File: src/rtl/pc_redirect_if.sv
// Fetch-PC control bundle: EX/hazard requests toward pc_redirect, fetch PC and pipeline control back.
interface pc_redirect_if;
  logic        branch_taken;
  logic        jump;
  logic [31:0] target;
  logic        stall;
  logic        halt;
  logic [31:0] pc;
  logic [31:0] pc_plus4;
  logic        flush;
  logic        halted;
  logic        misalign;

  modport master (
    output branch_taken, jump, target, stall, halt,
    input  pc, pc_plus4, flush, halted, misalign
  );

  modport slave (
    input  branch_taken, jump, target, stall, halt,
    output pc, pc_plus4, flush, halted, misalign
  );
endinterface

File: src/rtl/pc_redirect.sv
// Fetch PC sequencer (RUN/FLUSH/HALT): pc updates one edge after its input cycle; stall holds pc.
// Optional MISALIGN_TRAP_EN sends misaligned redirects to TRAP_PC and pulses misalign.
module pc_redirect #(
  parameter logic [31:0] RESET_PC     = 32'h0000_0000,
  parameter int unsigned FLUSH_CYCLES = 2,
  parameter logic [31:0] TRAP_PC      = 32'h0000_0010
) (
  input logic          clk,
  input logic          rst,
  pc_redirect_if.slave bus
);

  typedef enum logic [1:0] {RUN, FLUSH, HALT} state_e;

  localparam logic [2:0] FLUSH_LAST  = 3'(FLUSH_CYCLES - 1);
  // A one-cycle flush never needs the FLUSH state: the pulse drops on the next RUN edge.
  localparam state_e     REDIR_STATE = (FLUSH_CYCLES == 1) ? RUN : FLUSH;

  state_e      state_q, state_d;
  logic [2:0]  cnt_q, cnt_d;
  logic [31:0] pc_q, pc_d;
  logic        flush_q, flush_d;
  logic        halted_q, halted_d;
  logic        misalign_q, misalign_d;

  logic        redirect;
  logic [31:0] load_pc;
  logic        load_mis;

  assign redirect = bus.branch_taken | bus.jump;

`ifdef MISALIGN_TRAP_EN
  assign load_mis = |bus.target[1:0];
  assign load_pc  = load_mis ? TRAP_PC : bus.target;
`else
  logic unused_trap;
  assign load_mis    = 1'b0;
  assign load_pc     = {bus.target[31:2], 2'b00};
  assign unused_trap = ^{TRAP_PC, bus.target[1:0]};
`endif

  always_comb begin
    state_d    = state_q;
    cnt_d      = cnt_q;
    pc_d       = pc_q;
    flush_d    = flush_q;
    halted_d   = halted_q;
    misalign_d = 1'b0;
    case (state_q)
      RUN: begin
        flush_d = 1'b0;
        if (bus.halt) begin
          state_d  = HALT;
          halted_d = 1'b1;
        end else if (redirect) begin
          pc_d       = load_pc;
          misalign_d = load_mis;
          flush_d    = 1'b1;
          cnt_d      = FLUSH_LAST;
          state_d    = REDIR_STATE;
        end else if (!bus.stall) begin
          pc_d = pc_q + 32'd4;
        end
      end
      FLUSH: begin
        // Redirect/halt here come from squashed instructions and are dropped.
        if (!bus.stall) begin
          pc_d = pc_q + 32'd4;
        end
        if (cnt_q == 3'd0) begin
          flush_d = 1'b0;
          state_d = RUN;
        end else begin
          cnt_d = cnt_q - 3'd1;
        end
      end
      HALT: begin
        flush_d = 1'b0;
      end
      default: begin
        state_d = RUN;
        flush_d = 1'b0;
      end
    endcase
  end

  always_ff @(posedge clk or negedge rst) begin
    if (!rst) begin
      state_q    <= RUN;
      cnt_q      <= 3'd0;
      pc_q       <= RESET_PC;
      flush_q    <= 1'b0;
      halted_q   <= 1'b0;
      misalign_q <= 1'b0;
    end else begin
      state_q    <= state_d;
      cnt_q      <= cnt_d;
      pc_q       <= pc_d;
      flush_q    <= flush_d;
      halted_q   <= halted_d;
      misalign_q <= misalign_d;
    end
  end

  assign bus.pc       = pc_q;
  assign bus.pc_plus4 = pc_q + 32'd4;
  assign bus.flush    = flush_q;
  assign bus.halted   = halted_q;
  assign bus.misalign = misalign_q;

endmodule

File: src/flat_wrapper.sv
// flat-port wrapper written by rule: the top's interface ports become plain ports
module pc_redirect_flat 
#(
  parameter logic [31:0] RESET_PC     = 32'h0000_0000,
  parameter int unsigned FLUSH_CYCLES = 2,
  parameter logic [31:0] TRAP_PC      = 32'h0000_0010
)
  (clk, rst, bus_branch_taken, bus_jump, bus_target, bus_stall, bus_halt, bus_pc, bus_pc_plus4, bus_flush, bus_halted, bus_misalign);
  pc_redirect_if bus_i ();
  input logic clk;
  input logic rst;
  input wire logic [$bits(bus_i.branch_taken)-1:0] bus_branch_taken;
  input wire logic [$bits(bus_i.jump)-1:0] bus_jump;
  input wire logic [$bits(bus_i.target)-1:0] bus_target;
  input wire logic [$bits(bus_i.stall)-1:0] bus_stall;
  input wire logic [$bits(bus_i.halt)-1:0] bus_halt;
  output wire logic [$bits(bus_i.pc)-1:0] bus_pc;
  output wire logic [$bits(bus_i.pc_plus4)-1:0] bus_pc_plus4;
  output wire logic [$bits(bus_i.flush)-1:0] bus_flush;
  output wire logic [$bits(bus_i.halted)-1:0] bus_halted;
  output wire logic [$bits(bus_i.misalign)-1:0] bus_misalign;
  assign bus_i.branch_taken = bus_branch_taken;
  assign bus_i.jump = bus_jump;
  assign bus_i.target = bus_target;
  assign bus_i.stall = bus_stall;
  assign bus_i.halt = bus_halt;
  assign bus_pc = bus_i.pc;
  assign bus_pc_plus4 = bus_i.pc_plus4;
  assign bus_flush = bus_i.flush;
  assign bus_halted = bus_i.halted;
  assign bus_misalign = bus_i.misalign;
  pc_redirect #(.RESET_PC(RESET_PC), .FLUSH_CYCLES(FLUSH_CYCLES), .TRAP_PC(TRAP_PC)) u_core (.clk(clk), .rst(rst), .bus(bus_i));
endmodule
File: config.mk
export PLATFORM = sky130hd
export DESIGN_NAME = pc_redirect_flat
export DESIGN_NICKNAME = d
export VERILOG_FILES = /design/src/rtl/pc_redirect_if.sv /design/src/rtl/pc_redirect.sv /design/src/flat_wrapper.sv
export SDC_FILE = /design/constraint.sdc
export NUM_CORES = 1
export LEC_CHECK = 0
export BUFFER_PORTS_ARGS = -buffer_cell sky130_fd_sc_hd__buf_4
export CELL_PAD_IN_SITES_DETAIL_PLACEMENT = 1
export CELL_PAD_IN_SITES_GLOBAL_PLACEMENT = 2
export CORE_MARGIN = 2
export CORE_UTILIZATION = 27
export DETAILED_ROUTE_END_ITERATION = 10
export PLACE_DENSITY = 0.81
export SLEW_MARGIN = 5
export SYNTH_ARGS = -nofsm -noshare
export SYNTH_HDL_FRONTEND = slang
export SYNTH_SLANG_ARGS = --single-unit
File: constraint.sdc
create_clock -name clk -period 2.3 [get_ports clk]
set_input_delay 0.115 -clock clk [delete_from_list [all_inputs] [get_ports clk]]
set_output_delay 0.115 -clock clk [all_outputs]
set_load 0.03 [all_outputs]
* Yosys cells after proc, flatten, opt, wreduce, memory -nomap -nowiden *
Index checks and enable logic that the tools add are counted.
W data, S select, Z words.

word-level totals
  bits in registers = 39
  input port bits = 38
  logic and storage cells = 39

operators by class
  $add $sub $neg = 2
  equal/unequal tests = 7
  mux-type cells = 16
  bitwise operators = 2
  reduce and logical (&&, ||, !) cells = 7

operator list
  cell                     count
  $mux W32                 3
  $pmux W32 S2             1
  $add A32 B3 Y32 const B  1
  $mux W3                  3
  $mux W2                  3
  $pmux W2 S3              1
  $pmux W3 S2              1
  $ne A2 B1 Y1 const B     2
  $ne A2 B2 Y1 const B     2
  $reduce_and A2 Y1        2
  $reduce_and A4 Y1        1
  $logic_not A3 Y1         1
  $mux W1                  3
  $ne A3 B2 Y1 const B     1
  $reduce_and A3 Y1        1
  $sub A3 B1 Y3 const B    1
  $eq A2 B1 Y1 const B     1
  $eq A2 B2 Y1 const B     1
  $logic_not A2 Y1         1
  $pmux W1 S2              1
  $reduce_bool A2 Y1       1
  $not A1 Y1               1
  $or A1 B1 Y1             1

* Logic depth before layout (Yosys ltp) *
  depth in word-level cells = 5
  depth in mapped cells = 8
  depth with buffers taken out = 7

* Worst setup path after synthesis *
OpenSTA, ideal clock, no wires.

  path type = flip-flop to output port
  start = reg u_core.pc_q[2] (netlist: u_core.bus.pc[2])
  end = out bus_pc_plus4[30]
  data arrival time = 2276 ps
  data required time = 2185 ps
  slack = -91 ps
  cell stages (with the launch flop) = 6
  buffers on the path = 0
  path through = dfrtp_1 > ha_1 > nand2_1 > or4_4 > nor3_1 > xor2_1

on the way
  cells in the longest elaborated chain, start to end = 1

ends and longest elaborated chain
  what                    RTL line            text
  from (decl)             pc_redirect.sv:21   logic [31:0] pc_q, pc_d;
  from (signal assigned)  pc_redirect.sv:98   pc_q <= pc_d;
  $add A32 B3 Y32         pc_redirect.sv:106  assign bus.pc_plus4 = pc_q + 32'd4;
  to (decl)               flat_wrapper.sv:18  output wire logic [$bits(bus_i.pc_plus4)-1:0] bus_pc_plus4;

Every way passes these cells.

* Worst setup path after layout *
  start = reg u_core.pc_q[16] (netlist: u_core.bus.pc[16])
  end = out bus_pc_plus4[30]

Same word-level chain as after synthesis.

==> run_results.csv <==
group,metric,value,unit
synthesis,synth_mux_area_frac,0.007727,
setup_path,cp-end-kind,"output port",
timing,relSlewSlack,0.6217,
place,place_inst,567,
synthesis,synth-seq-cells,37,
timing,setup_violations,0,
setup_path,start_kind,"register",
place,dpl.hpwl,8036,um
die,core,9819,um^2
die,io-pin-count,105,
synthesis,synth_warnings,0,
synthesis,synth_enable_flop_cells,0,
setup_path,reg2reg_depth,7,
synthesis,synth_adder_area_share,0.01364,
timing,clock_skew,13.78,ps
routing,drtAntennaViolNets,0,
cells_and_area,fin_nets,490,
power,leakagePower,0.001709,uW
routing,num_vias,3125,
power,p_per_area,1277,nW/um^2
global_route,grt_max_degree,38,
timing,finalSetupTns,0,ps
clock_tree,cts_sinks,37,
timing,min_period_over_period,0.9926,
synthesis,synthFlopType,"dfrtp_1",
synthesis,yosysTopAreaCellShare,0.3364,
synthesis,synth_top_family_by_area,"simple AND/OR/NAND/NOR gates",
routing,drt_pass1_iterations,4,
die,start_util,0.2803,
timing,rsz0062_at_grt,"true",
synthesis,synth_simple_gate_area_frac,0.2500,
cells_and_area,drive_above_1_share,0.3889,
routing,drt_iter0_markers,127,
synthesis,yosysMostFrequentCell,"dfrtp_1",
setup_path,rr_startpoint,"u_core.bus.pc[16]$_DFFE_PN0P_",
timing,min_period,2283,ps
die,fp-row-count,36,
die,die_w,105.0,um
clock_tree,path_clk_slew,90,ps
place,post_dp_cell_area,3715,um^2
setup_path,cp.arrival,2170,ps
job,drv_cap,0,
timing,maxSlewViolCount,0,
cells_and_area,n_antenna_cell,0,
cells_and_area,fin_cells,583,
routing,vias_per_cell,5.360,
synthesis,postSynth.asyncResetShare,1.000,
setup_path,path_class,"register to output port",
synthesis,synth_compound_area_frac,0.2395,
synthesis,synth_area_leaders,"dfrtp_1 34%, a21oi_1 6.0%, xnor2_1 5.1%, nor2_1 4.5%, o22ai_1 4.3%",
timing,final_hold_viol_count,0,
setup_path,crit_required,2180,ps
cells_and_area,area_growth,43.00,%
synthesis,synth.avg_cell_area,8.144,um^2
worst_hold_path,min_from,"bus_target[21]",
setup_path,path_max_fanout,8,
synthesis,synth_common_cells,"37 x dfrtp_1, 33 x a21oi_1, 33 x nor2_1",
routing,wl_per_cell,18.63,um
power,ir_drop,548.0,uV
routing,route.detailed.drc,0,
worst_hold_path,min_path_cells,2,
synthesis,synth_top_cell_by_area,"dfrtp_1",
synthesis,synth_xor_area_frac,0.08909,
clock_tree,cts_tree,"done",
place,port_buffers,97,
global_route,grt_use_total,0.1948,
global_route,grt_pass1_vias,3214,
global_route,grt_pass1_wl,17240,um
place,gp_congestion,0.8295,
routing,routed_wl,10860,um
synthesis,syn_inst,338,
setup_path,r2r_end,"u_core.bus.pc[30]$_DFFE_PN0P_",
synthesis,yosysUniqueCellTypes,55,
synthesis,synth.cell_area,2753,um^2
worst_hold_path,worstHoldEndpoint,"u_core.bus.pc[21]$_DFFE_PN0P_",
timing,tightest_slew,565.4,ps
synthesis,yosysSeqAreaShare,0.3364,
die,die_y,105.0,um
clock_tree,cts_buffers,5,
clock_tree,clock_latency,310,ps
cells_and_area,design_area,3936,um^2
setup_path,rrSetupSlack,280,ps
clock_tree,cts_max_path_buffers,2,
status,status,"finished clean",
worst_hold_path,hp-class,"input port to register",
global_route,antenna_found_initial,0,
clock_tree,htreeDepth,2,
clock_tree,root_buffer,"clkbuf_8",
timing,fmax,438.0,MHz
die,die-area,11020,um^2
global_route,overflow,0,
worst max-delay path by stage:
stage	from	endpoint	slack, ps	depth (start not counted)
after floorplan	u_core.bus.pc[16]$_DFFE_PN0P_	bus_pc_plus4[21]	4	6
after global placement	u_core.bus.pc[2]$_DFFE_PN0P_	bus_pc_plus4[30]	190	6
after detailed placement	u_core.bus.pc[2]$_DFFE_PN0P_	bus_pc_plus4[30]	120	6
after CTS	u_core.bus.pc[2]$_DFFE_PN0P_	bus_pc_plus4[30]	20	6
after global routing	u_core.bus.pc[2]$_DFFE_PN0P_	bus_pc_plus4[30]	-80	6
final	u_core.bus.pc[16]$_DFFE_PN0P_	bus_pc_plus4[30]	20	6
logic make-up after synthesis:
family          Yosys count
compound gates          102
flops                    37
buf+inv                  36
fa+ha+maj                 3
mux                       2
other cells               1
xor+xnor                 28
simple gates            129
repair_timing:
| item | in CTS | in global routing |
|---|---|---|
| endpoints found under the setup margin | 12 | 14 |
| endpoints found under the hold margin | 37 | 0 |
| hold buffers | 1 | 0 |
| pin swaps | 1 | 4 |
| gates cloned | 0 | 0 |
| setup buffers | 0 | 7 |
| gates resized for setup | 12 | 16 |
cells in the final DEF, fill, tap and decap left out, types with 3 or more instances in the layout:
cell       count
dfrtp_2       11
xor2_1        11
a311oi_1       6
a21oi_1       32
dfrtp_1       26
a31oi_1        3
nand2_1       29
o21ai_0       13
and3_1         5
nor3_1         5
nand3_1       14
clkbuf_8       5
nor4_1         3
o22ai_1       19
nor2_2         3
a2bb2oi_1      3
nand4_1       11
a211oi_1       7
buf_4        127
inv_1          7
nand2b_1       3
and2_1         5
and4_1         3
nor2_1        30
xnor2_1       16
conb_1         5
stage by stage:
stage                     utilization  power (uW)  hold WS, ps  worst slack, ps
after global routing           0.4009        5297        28.48           -75.64
after global placement         0.3783        4328        130.7            188.1
after floorplan                     -        3165       -180.6            4.479
after detailed placement       0.3783        4400        137.5            120.4
after CTS                      0.3914        4933        22.61            24.83
final                          0.4009        5028        19.08            17.06
where the power goes:
part           total, uW  internal [uW]  leakage, uW  switching, uW
sequential          1340            909     0.000424            432
clock                482            211    0.0000450            271
combinational       3210           1260      0.00124           1940
total               5030           2380      0.00171           2650
worst max-delay path, stage by stage (launching register included):
cell,delay [ps]
dfrtp_1,400
buf_4,190
nand2_1,100
or4_4,580
nor3_4,270
xor2_2,160
buf_6,150
registers in the layout, summed over array words and instances, names as in the netlist:
name and cells:
u_core.cnt_q 3, u_core.bus.halted 1, u_core.bus.flush 1, u_core.state_q 2
u_core.bus.pc 30
layout make-up:
cell class / instances / area, um^2
Clock inverter: 2 / 10.01
Timing Repair Buffer: 129 / 974.7
Clock buffer: 6 / 72.57
Multi-Input combinational cell: 269 / 1747
Sequential cell: 37 / 939.7
Tap cell: 133 / 166.4
Inverter: 7 / 26.28
Fill cell: 1234 / 5883
metal layers:
metal	vias up	routed length [um]	track usage
li1	1457	-	-
met1	1558	4892	0.2536
met2	96	5303	0.3293
met3	14	507	0.02994
met4	0	161	0.06286
met5	-	0	0
(Power assumes the default switching activity.)
